[src/rtl/mem_arbiter2_if.sv]
// Bus bundle between two memory requesters, the arbiter, and a single-port sync memory.
// The slave modport is the arbiter's view; master is the requester/memory side.
interface mem_arbiter2_if #(
  parameter int unsigned ADDR_W = 15,
  parameter int unsigned DATA_W = 16
);
  logic              a_req;
  logic              a_we;
  logic [ADDR_W-1:0] a_addr;
  logic [DATA_W-1:0] a_wdata;
  logic              a_ack;
  logic [DATA_W-1:0] a_rdata;

  logic              b_req;
  logic              b_we;
  logic [ADDR_W-1:0] b_addr;
  logic [DATA_W-1:0] b_wdata;
  logic              b_ack;
  logic [DATA_W-1:0] b_rdata;

  logic              mem_en;
  logic              mem_we;
  logic [ADDR_W-1:0] mem_addr;
  logic [DATA_W-1:0] mem_wdata;
  logic [DATA_W-1:0] mem_rdata;

  logic              busy;

  modport slave (
    input  a_req, a_we, a_addr, a_wdata,
    input  b_req, b_we, b_addr, b_wdata,
    input  mem_rdata,
    output a_ack, a_rdata, b_ack, b_rdata,
    output mem_en, mem_we, mem_addr, mem_wdata,
    output busy
  );

  modport master (
    output a_req, a_we, a_addr, a_wdata,
    output b_req, b_we, b_addr, b_wdata,
    output mem_rdata,
    input  a_ack, a_rdata, b_ack, b_rdata,
    input  mem_en, mem_we, mem_addr, mem_wdata,
    input  busy
  );
endinterface

[src/rtl/mem_arbiter2.sv]
// Round-robin arbiter sharing one 1-cycle-latency sync memory port between requesters A and B.
// Each access walks Idle -> Issue -> Resp; all outputs are registered.
module mem_arbiter2 #(
  parameter int unsigned ADDR_W = 15,
  parameter int unsigned DATA_W = 16
) (
  input logic           clk,
  input logic           rst,
  mem_arbiter2_if.slave bus
);

  typedef enum logic [1:0] {StIdle, StIssue, StResp} state_e;

  state_e            state_q;
  logic              last_b_q;
  logic              sel_b_q;
  logic              a_ack_q, b_ack_q;
  logic [DATA_W-1:0] a_rdata_q, b_rdata_q;
  logic              mem_en_q, mem_we_q;
  logic [ADDR_W-1:0] mem_addr_q;
  logic [DATA_W-1:0] mem_wdata_q;
  logic              busy_q;

  logic elig_a, elig_b, grant_any, grant_b;

  // A requester in its ack cycle is masked so its still-high req is not served twice.
  always_comb begin
    elig_a    = bus.a_req & ~a_ack_q;
    elig_b    = bus.b_req & ~b_ack_q;
    grant_any = elig_a | elig_b;
    grant_b   = elig_b & (~elig_a | ~last_b_q);
  end

  always_ff @(posedge clk) begin
    if (rst) begin
      state_q     <= StIdle;
      last_b_q    <= 1'b1;
      sel_b_q     <= 1'b0;
      a_ack_q     <= 1'b0;
      b_ack_q     <= 1'b0;
      a_rdata_q   <= '0;
      b_rdata_q   <= '0;
      mem_en_q    <= 1'b0;
      mem_we_q    <= 1'b0;
      mem_addr_q  <= '0;
      mem_wdata_q <= '0;
      busy_q      <= 1'b0;
    end else begin
      a_ack_q  <= 1'b0;
      b_ack_q  <= 1'b0;
      mem_en_q <= 1'b0;
      unique case (state_q)
        StIdle: begin
          if (grant_any) begin
            sel_b_q     <= grant_b;
            last_b_q    <= grant_b;
            mem_en_q    <= 1'b1;
            mem_we_q    <= grant_b ? bus.b_we    : bus.a_we;
            mem_addr_q  <= grant_b ? bus.b_addr  : bus.a_addr;
            mem_wdata_q <= grant_b ? bus.b_wdata : bus.a_wdata;
            busy_q      <= 1'b1;
            state_q     <= StIssue;
          end
        end
        StIssue: state_q <= StResp;
        StResp: begin
          state_q <= StIdle;
          busy_q  <= 1'b0;
          if (sel_b_q) begin
            b_ack_q <= 1'b1;
            if (!mem_we_q) b_rdata_q <= bus.mem_rdata;
          end else begin
            a_ack_q <= 1'b1;
            if (!mem_we_q) a_rdata_q <= bus.mem_rdata;
          end
        end
        default: state_q <= StIdle;
      endcase
    end
  end

  assign bus.a_ack     = a_ack_q;
  assign bus.a_rdata   = a_rdata_q;
  assign bus.b_ack     = b_ack_q;
  assign bus.b_rdata   = b_rdata_q;
  assign bus.mem_en    = mem_en_q;
  assign bus.mem_we    = mem_we_q;
  assign bus.mem_addr  = mem_addr_q;
  assign bus.mem_wdata = mem_wdata_q;
  assign bus.busy      = busy_q;

endmodule

[src/flat_wrapper.sv]
// flat-port wrapper written by rule: the top's interface ports become plain ports
module mem_arbiter2_flat 
#(
  parameter int unsigned ADDR_W = 15,
  parameter int unsigned DATA_W = 16
)
  (clk, rst, bus_a_req, bus_a_we, bus_a_addr, bus_a_wdata, bus_b_req, bus_b_we, bus_b_addr, bus_b_wdata, bus_mem_rdata, bus_a_ack, bus_a_rdata, bus_b_ack, bus_b_rdata, bus_mem_en, bus_mem_we, bus_mem_addr, bus_mem_wdata, bus_busy);
  mem_arbiter2_if #(.ADDR_W(ADDR_W), .DATA_W(DATA_W)) bus_i ();
  input logic clk;
  input logic rst;
  input wire logic [$bits(bus_i.a_req)-1:0] bus_a_req;
  input wire logic [$bits(bus_i.a_we)-1:0] bus_a_we;
  input wire logic [$bits(bus_i.a_addr)-1:0] bus_a_addr;
  input wire logic [$bits(bus_i.a_wdata)-1:0] bus_a_wdata;
  input wire logic [$bits(bus_i.b_req)-1:0] bus_b_req;
  input wire logic [$bits(bus_i.b_we)-1:0] bus_b_we;
  input wire logic [$bits(bus_i.b_addr)-1:0] bus_b_addr;
  input wire logic [$bits(bus_i.b_wdata)-1:0] bus_b_wdata;
  input wire logic [$bits(bus_i.mem_rdata)-1:0] bus_mem_rdata;
  output wire logic [$bits(bus_i.a_ack)-1:0] bus_a_ack;
  output wire logic [$bits(bus_i.a_rdata)-1:0] bus_a_rdata;
  output wire logic [$bits(bus_i.b_ack)-1:0] bus_b_ack;
  output wire logic [$bits(bus_i.b_rdata)-1:0] bus_b_rdata;
  output wire logic [$bits(bus_i.mem_en)-1:0] bus_mem_en;
  output wire logic [$bits(bus_i.mem_we)-1:0] bus_mem_we;
  output wire logic [$bits(bus_i.mem_addr)-1:0] bus_mem_addr;
  output wire logic [$bits(bus_i.mem_wdata)-1:0] bus_mem_wdata;
  output wire logic [$bits(bus_i.busy)-1:0] bus_busy;
  assign bus_i.a_req = bus_a_req;
  assign bus_i.a_we = bus_a_we;
  assign bus_i.a_addr = bus_a_addr;
  assign bus_i.a_wdata = bus_a_wdata;
  assign bus_i.b_req = bus_b_req;
  assign bus_i.b_we = bus_b_we;
  assign bus_i.b_addr = bus_b_addr;
  assign bus_i.b_wdata = bus_b_wdata;
  assign bus_i.mem_rdata = bus_mem_rdata;
  assign bus_a_ack = bus_i.a_ack;
  assign bus_a_rdata = bus_i.a_rdata;
  assign bus_b_ack = bus_i.b_ack;
  assign bus_b_rdata = bus_i.b_rdata;
  assign bus_mem_en = bus_i.mem_en;
  assign bus_mem_we = bus_i.mem_we;
  assign bus_mem_addr = bus_i.mem_addr;
  assign bus_mem_wdata = bus_i.mem_wdata;
  assign bus_busy = bus_i.busy;
  mem_arbiter2 #(.ADDR_W(ADDR_W), .DATA_W(DATA_W)) u_core (.clk(clk), .rst(rst), .bus(bus_i));
endmodule
[config.mk]
export PLATFORM = sky130hd
export DESIGN_NAME = mem_arbiter2_flat
export DESIGN_NICKNAME = d
export VERILOG_FILES = /design/src/rtl/mem_arbiter2_if.sv /design/src/rtl/mem_arbiter2.sv /design/src/flat_wrapper.sv
export SDC_FILE = /design/constraint.sdc
export NUM_CORES = 1
export LEC_CHECK = 0
export CORE_UTILIZATION = 35
export CTS_CLUSTER_SIZE = 28
export DETAILED_ROUTE_END_ITERATION = 6
export GPL_ROUTABILITY_DRIVEN = 0
export PLACE_DENSITY = 0.81
export SYNTH_ARGS = -nofsm -noshare
export SYNTH_HDL_FRONTEND = slang
export SYNTH_SLANG_ARGS = --single-unit
export TNS_END_PERCENT = 10
[constraint.sdc]
create_clock -name clk -period 2 [get_ports clk]
set_input_delay 0.6 -clock clk [delete_from_list [all_inputs] [get_ports clk]]
set_output_delay 0.6 -clock clk [all_outputs]
set_load 0.03 [all_outputs]
==> results of run 1 <==
area by class of cell:
class | count | area [µm²]
multi-input combinational | 247 | 1210
sequential | 72 | 1440
fill | 655 | 3120
timing repair buffer | 163 | 1670
tap | 102 | 128
clock inverter | 1 | 5.00
clock buffer | 12 | 155
stage by stage:
step           setup TNS (ns)  worst slack, ns
5_1_grt                     0         0.000235
3_5_place_dp            -3.12           -0.147
6_report                    0           0.0272
4_1_cts                     0          0.00436
3_3_place_gp            -1.95          -0.0763
2_1_floorplan               0            0.395
cells by family after synthesis:
family / count (synthesis) / synth area share [%]
AND/OR/NAND/NOR: 179 / 26.3
flip-flops: 72 / 51.3
AO/OA/AOI/OAI: 67 / 16.4
buffers and inverters: 29 / 5.57
multiplexers: 1 / 0.357
Yosys cell counts:
library cell	count
nand2_1	129
mux2i_1	1
a21oi_1	33
nor2b_1	5
nor3_1	1
nor2_1	35
clkbuf_2	1
a211o_1	1
and2_1	1
nor3b_4	1
buf_6	3
nor3b_1	2
a311oi_1	32
o21a_1	1
nor3_2	1
clkbuf_1	11
or3b_1	1
buf_4	3
buf_2	10
dfxtp_1	72
nand2b_4	1
or3_1	1
buf_1	1
nand3b_1	1
sequential cells by signal (all words and copies together) (netlist names), 2 cells and up:
name / flops
u_core.bus.b_rdata: 16
u_core.bus.mem_addr: 15
u_core.bus.a_rdata: 16
u_core.state_q: 2
u_core.bus.mem_wdata: 16
worst max path at each step:
stage                     cells past startpoint              startpoint  slack (ns)                 endpoint
after CTS                                     1  u_core.bus.mem_addr[4]       0.004          bus_mem_addr[4]
after global routing                          1  u_core.bus.mem_addr[9]      0.0002          bus_mem_addr[9]
final                                         1  u_core.bus.mem_addr[4]        0.03          bus_mem_addr[4]
after global placement                        6               bus_b_req       -0.08  u_core.bus.mem_wdata[2]
after floorplan                               5               bus_b_req        0.40          u_core.last_b_q
after detailed placement                      6               bus_b_req       -0.15   u_core.bus.mem_addr[1]
repair_timing:
action,in CTS,in global routing
buffers inserted,0,0
hold buffers,0,0
cloned,0,0
endpoints found under the setup margin,2,14
hold endpoints to repair,0,0
gates resized for setup,2,14
report_power, final:
part / internal, µW / total, µW / switching [µW] / leakage [µW]
sequential: 1540 / 1600 / 58.3 / 0.000590
clock: 496 / 976 / 479 / 0.0000842
combinational: 434 / 911 / 477 / 0.00123
total: 2470 / 3480 / 1010 / 0.00191
routing by layer:
layer	wire length (µm)	up-vias
met4	127	0
met5	0	-
met3	862	11
met2	3680	130
li1	-	1453
met1	3240	1319
==> metrics.txt, run 1 <==
placed inst area=4410 µm²; CP Class=reg2out; post-synthesis register bit count=72; first-pass GRT wire length=13000 µm; clk slew on worst S/H paths=0.07 ns; startpoint types=flop; final WL=7910 µm; largest net degree at the start of global routing=48; worst hold slack=0.452 ns; Ant. Diodes=0; r2r setup slk=0.47 ns; Max Clk Rate=0.507 GHz; I/O Buffers=151; Pleak=0.00191 µW; Num Clock Sinks=72; CP max stage cell=clkdlybuf4s50_1; vias in the first global route=2796; initial antenna violation count=0; drt drc=0; DR iter-0 viols=45; RSZ-0062 raised after global routing=false; Worst Path Arrival=1.37 ns; layout cells sized above 1=5.86%; met2 usage=32.0%; yosys warns=0; Cell variety after synth=24; Final setup viols=0; fin util=59.6%; die area=8380 µm²; Critical R2R Capture=u_core.bus.b_rdata[8]; CTS tree=built; Max Slew Vio Count=0; Worst Reg-to-Reg Cells=4; Hold Crit Class=reg2reg; Initial Util=36.3%; crit path buf inv count=1; M1 GR Usage=22.3%; crit path cell chain=clkdlybuf4s50_1; max incr delay on CP=0.69 ns; row count=32; Clock Latency Late Sink=0.33 ns; sequential element share of the synthesized area=51.3%; most used routing layer=met2; dpl hpwl=5900 µm; status=completed; antenna-violating nets left=0; critical path fanouts, max=2; placed cell count=584; Cells after Synth=348; Hold Crit Depth=2; GRT met3 Usage=7.96%; post-route cell area=4610 µm²; top-level port count=152; Num CTS Buffers=9; remaining global-route overflow=0; chip width=91.6 µm; final critical-path share of the clock period=98.6%; clock buffer depth=2; Detailed Routing Iterations Pass 1=4; maximum vdd ir drop=0.325 mV; crit end category=primary output; area grow syn2layout=64.1%; final net count=577; Rel. slew slack=61.7%; PD cells=756 nW/µm²; clock root cell=clkbuf_8; synthesized area=2810 µm²; wire per inst=13.3 µm; most common cell after layout, fill and taps aside=clkdlybuf4s50_1; GRT Util Overall=19.5%; crit path time final=1.97 ns; Final Hold Vio Count=0; H-tree depth=3; Vias=2913; post-synth top area cell=dfxtp_1; Overall Power=3480 µW; MaxCap Viol Count=0; Core ar.=7730 µm²; syn avg cell area=8.07 µm²; worst slew pin tran=0.574 ns; R2R Path Start=u_core.state_q[1]; Hold EP=u_core.bus.a_rdata[13]; Req. time, crit path=1.40 ns; Clock Skew=0.00912 ns; min-delay src=u_core.bus.a_rdata[13]; die height=91.6 µm; Finished Layout Cells=597; post-synth top area share=51.3%; Avg Vias per Cell=4.88; largest cells by area after synthesis=dfxtp_1 51%, nand2_1 17%, a311oi_1 10%; CP delay by family, top=buffers and inverters; Synth Net Count=432; commonest non-fill, non-tap cells in the layout=134 x clkdlybuf4s50_1, 129 x nand2_1, 72 x dfxtp_1
Power figures use the tool's default switching activity.
==> inputs of run 2 (changes only) <==
- DONT_BUFFER_PORTS: not set -> 1
- PLACE_DENSITY: 0.81 -> 0.57
==> metrics.txt, run 2 (synthesized netlist as in run 1, its figures left out) <==
wire per inst=15.4 µm (was 13.3 µm); I/O Buffers=0 (was 151); clock root cell=clkbuf_8 (unchanged); Final setup viols=0 (unchanged); MaxCap Viol Count=0 (unchanged); Final Hold Vio Count=0 (unchanged); RSZ-0062 raised after global routing=false (unchanged); Worst Path Arrival=1.00 ns (was 1.37 ns); crit path cell chain=buf_4 (was clkdlybuf4s50_1); row count=32 (unchanged); CP delay by family, top=flip-flops (was buffers and inverters); CP Class=reg2out (unchanged); CTS Hold Bufs=0 (unchanged); remaining global-route overflow=0 (unchanged); Vias=2288 (was 2913); Ant. Diodes=0 (unchanged); Clock Skew=0.00789 ns (was 0.00912 ns); maximum vdd ir drop=0.396 mV (was 0.325 mV); initial antenna violation count=0 (unchanged); critical path fanouts, max=4 (was 2); first-pass GRT wire length=10600 µm (was 13000 µm); worst slew pin tran=0.608 ns (was 0.574 ns); clock buffer depth=2 (unchanged); largest net degree at the start of global routing=73 (was 48); CTS tree=built (unchanged); final critical-path share of the clock period=79.9% (was 98.6%); drt drc=0 (unchanged); most common cell after layout, fill and taps aside=nand2_1 (was clkdlybuf4s50_1); top-level port count=152 (unchanged); layout cells sized above 1=8.43% (was 5.86%); max incr delay on CP=0.44 ns (was 0.69 ns); H-tree depth=3 (unchanged); Num Clock Sinks=72 (unchanged); DR iter-0 viols=64 (was 45); clk slew on worst S/H paths=0.08 ns (was 0.07 ns); final net count=423 (was 577); die area=8380 µm² (unchanged); Req. time, crit path=1.40 ns (about the same); Rel. slew slack=59.4% (was 61.7%); Clock Latency Late Sink=0.33 ns (about the same); dpl hpwl=4710 µm (was 5900 µm); Detailed Routing Iterations Pass 1=4 (unchanged); Final WS setup=0.402 ns (was 0.0272 ns); startpoint types=flop (unchanged); PD cells=1050 nW/µm² (was 756 nW/µm²); Fin Setup TNS=0 ns (unchanged); GRT Util Overall=16.3% (was 19.5%); Resize count post-CTS=0 (was 2); CP max stage cell=dfxtp_1 (was clkdlybuf4s50_1); Max Slew Vio Count=0 (unchanged); Pleak=0.00111 µW (was 0.00191 µW); chip width=91.6 µm (unchanged); Hold Crit Class=in2reg (was reg2reg); vias in the first global route=2211 (was 2796); placed cell count=430 (was 584); Core ar.=7730 µm² (unchanged); area grow syn2layout=9.63% (was 64.1%); crit path time final=1.60 ns (was 1.97 ns); Max Clk Rate=0.626 GHz (was 0.507 GHz); die height=91.6 µm (unchanged); Avg Vias per Cell=5.13 (was 4.88); Finished Layout Cells=446 (was 597); Initial Util=36.3% (unchanged); status=completed (unchanged); Post-Place Worst Slack=0.242 ns (was -0.147 ns); antenna-violating nets left=0 (unchanged); Num CTS Buffers=9 (unchanged); fin util=39.8% (was 59.6%); final WL=6880 µm (was 7910 µm); Setup Fix Bufs, Post-CTS=0 (unchanged); crit path buf inv count=1 (unchanged); commonest non-fill, non-tap cells in the layout=129 x nand2_1, 72 x dfxtp_1, 35 x nor2_1 (was 134 x clkdlybuf4s50_1, 129 x nand2_1, 72 x dfxtp_1); crit end category=primary output (unchanged)
==> run 2: changes by cell type in the layout (fill, tap and decap cells not counted) <==
cell | before | now
buf_4 | 9 | 6
buf_2 | 1 | 0
dlymetal6s2s_1 | 14 | 0
clkbuf_1 | 1 | 0
dlygate4sd2_1 | 2 | 0
clkdlybuf4s50_1 | 134 | 0
clkinvlp_4 | 0 | 3
clkbuf_8 | 11 | 12
==> run 2: per-stage QoR <==
stage | power (µW) | cell area (µm²) | hold slack [ns]
floorplan | 2110 | 2810 | 0.471
global placement | 2170 | 2890 | 0.475
detailed placement | 2180 | 2890 | 0.481
CTS | 3270 | 3080 | 0.307
global route | 3370 | 3080 | 0.306
finish | 3220 | 3080 | 0.329
==> run 2: worst paths after layout <==
kind,cells past startpoint,end,slack [ns],from
max,1,bus_mem_we,0.40,u_core.bus.mem_we
max reg2reg,5,u_core.bus.mem_addr[10],0.43,u_core.bus.b_ack
min,1,u_core.bus.b_rdata[8],0.33,rst
min reg2reg,1,u_core.state_q[1],0.50,u_core.state_q[0]
==> run 2: power by group <==
| part | internal [µW] | switching (µW) |
|---|---|---|
| sequential | 1540 | 262 |
| clock | 550 | 531 |
| combinational | 141 | 194 |
| total | 2230 | 987 |
==> run 2: cell type report <==
cell class	count	area (µm²)
fill	823	4650
sequential	72	1440
multi-input combinational	247	1210
clock buffer	12	165
tap	102	128
timing repair buffer	9	105
clock inverter	4	27.5
==> run 2: routing by layer <==
| layer | vias to the layer above | wire length [µm] | global-route usage, % |
|---|---|---|---|
| li1 | 1148 | - | - |
| met1 | 1025 | 2830 | 18.1 |
| met2 | 107 | 3110 | 26.9 |
| met3 | 8 | 856 | 7.87 |
| met4 | 0 | 80 | 6.35 |
| met5 | - | 0 | 0 |
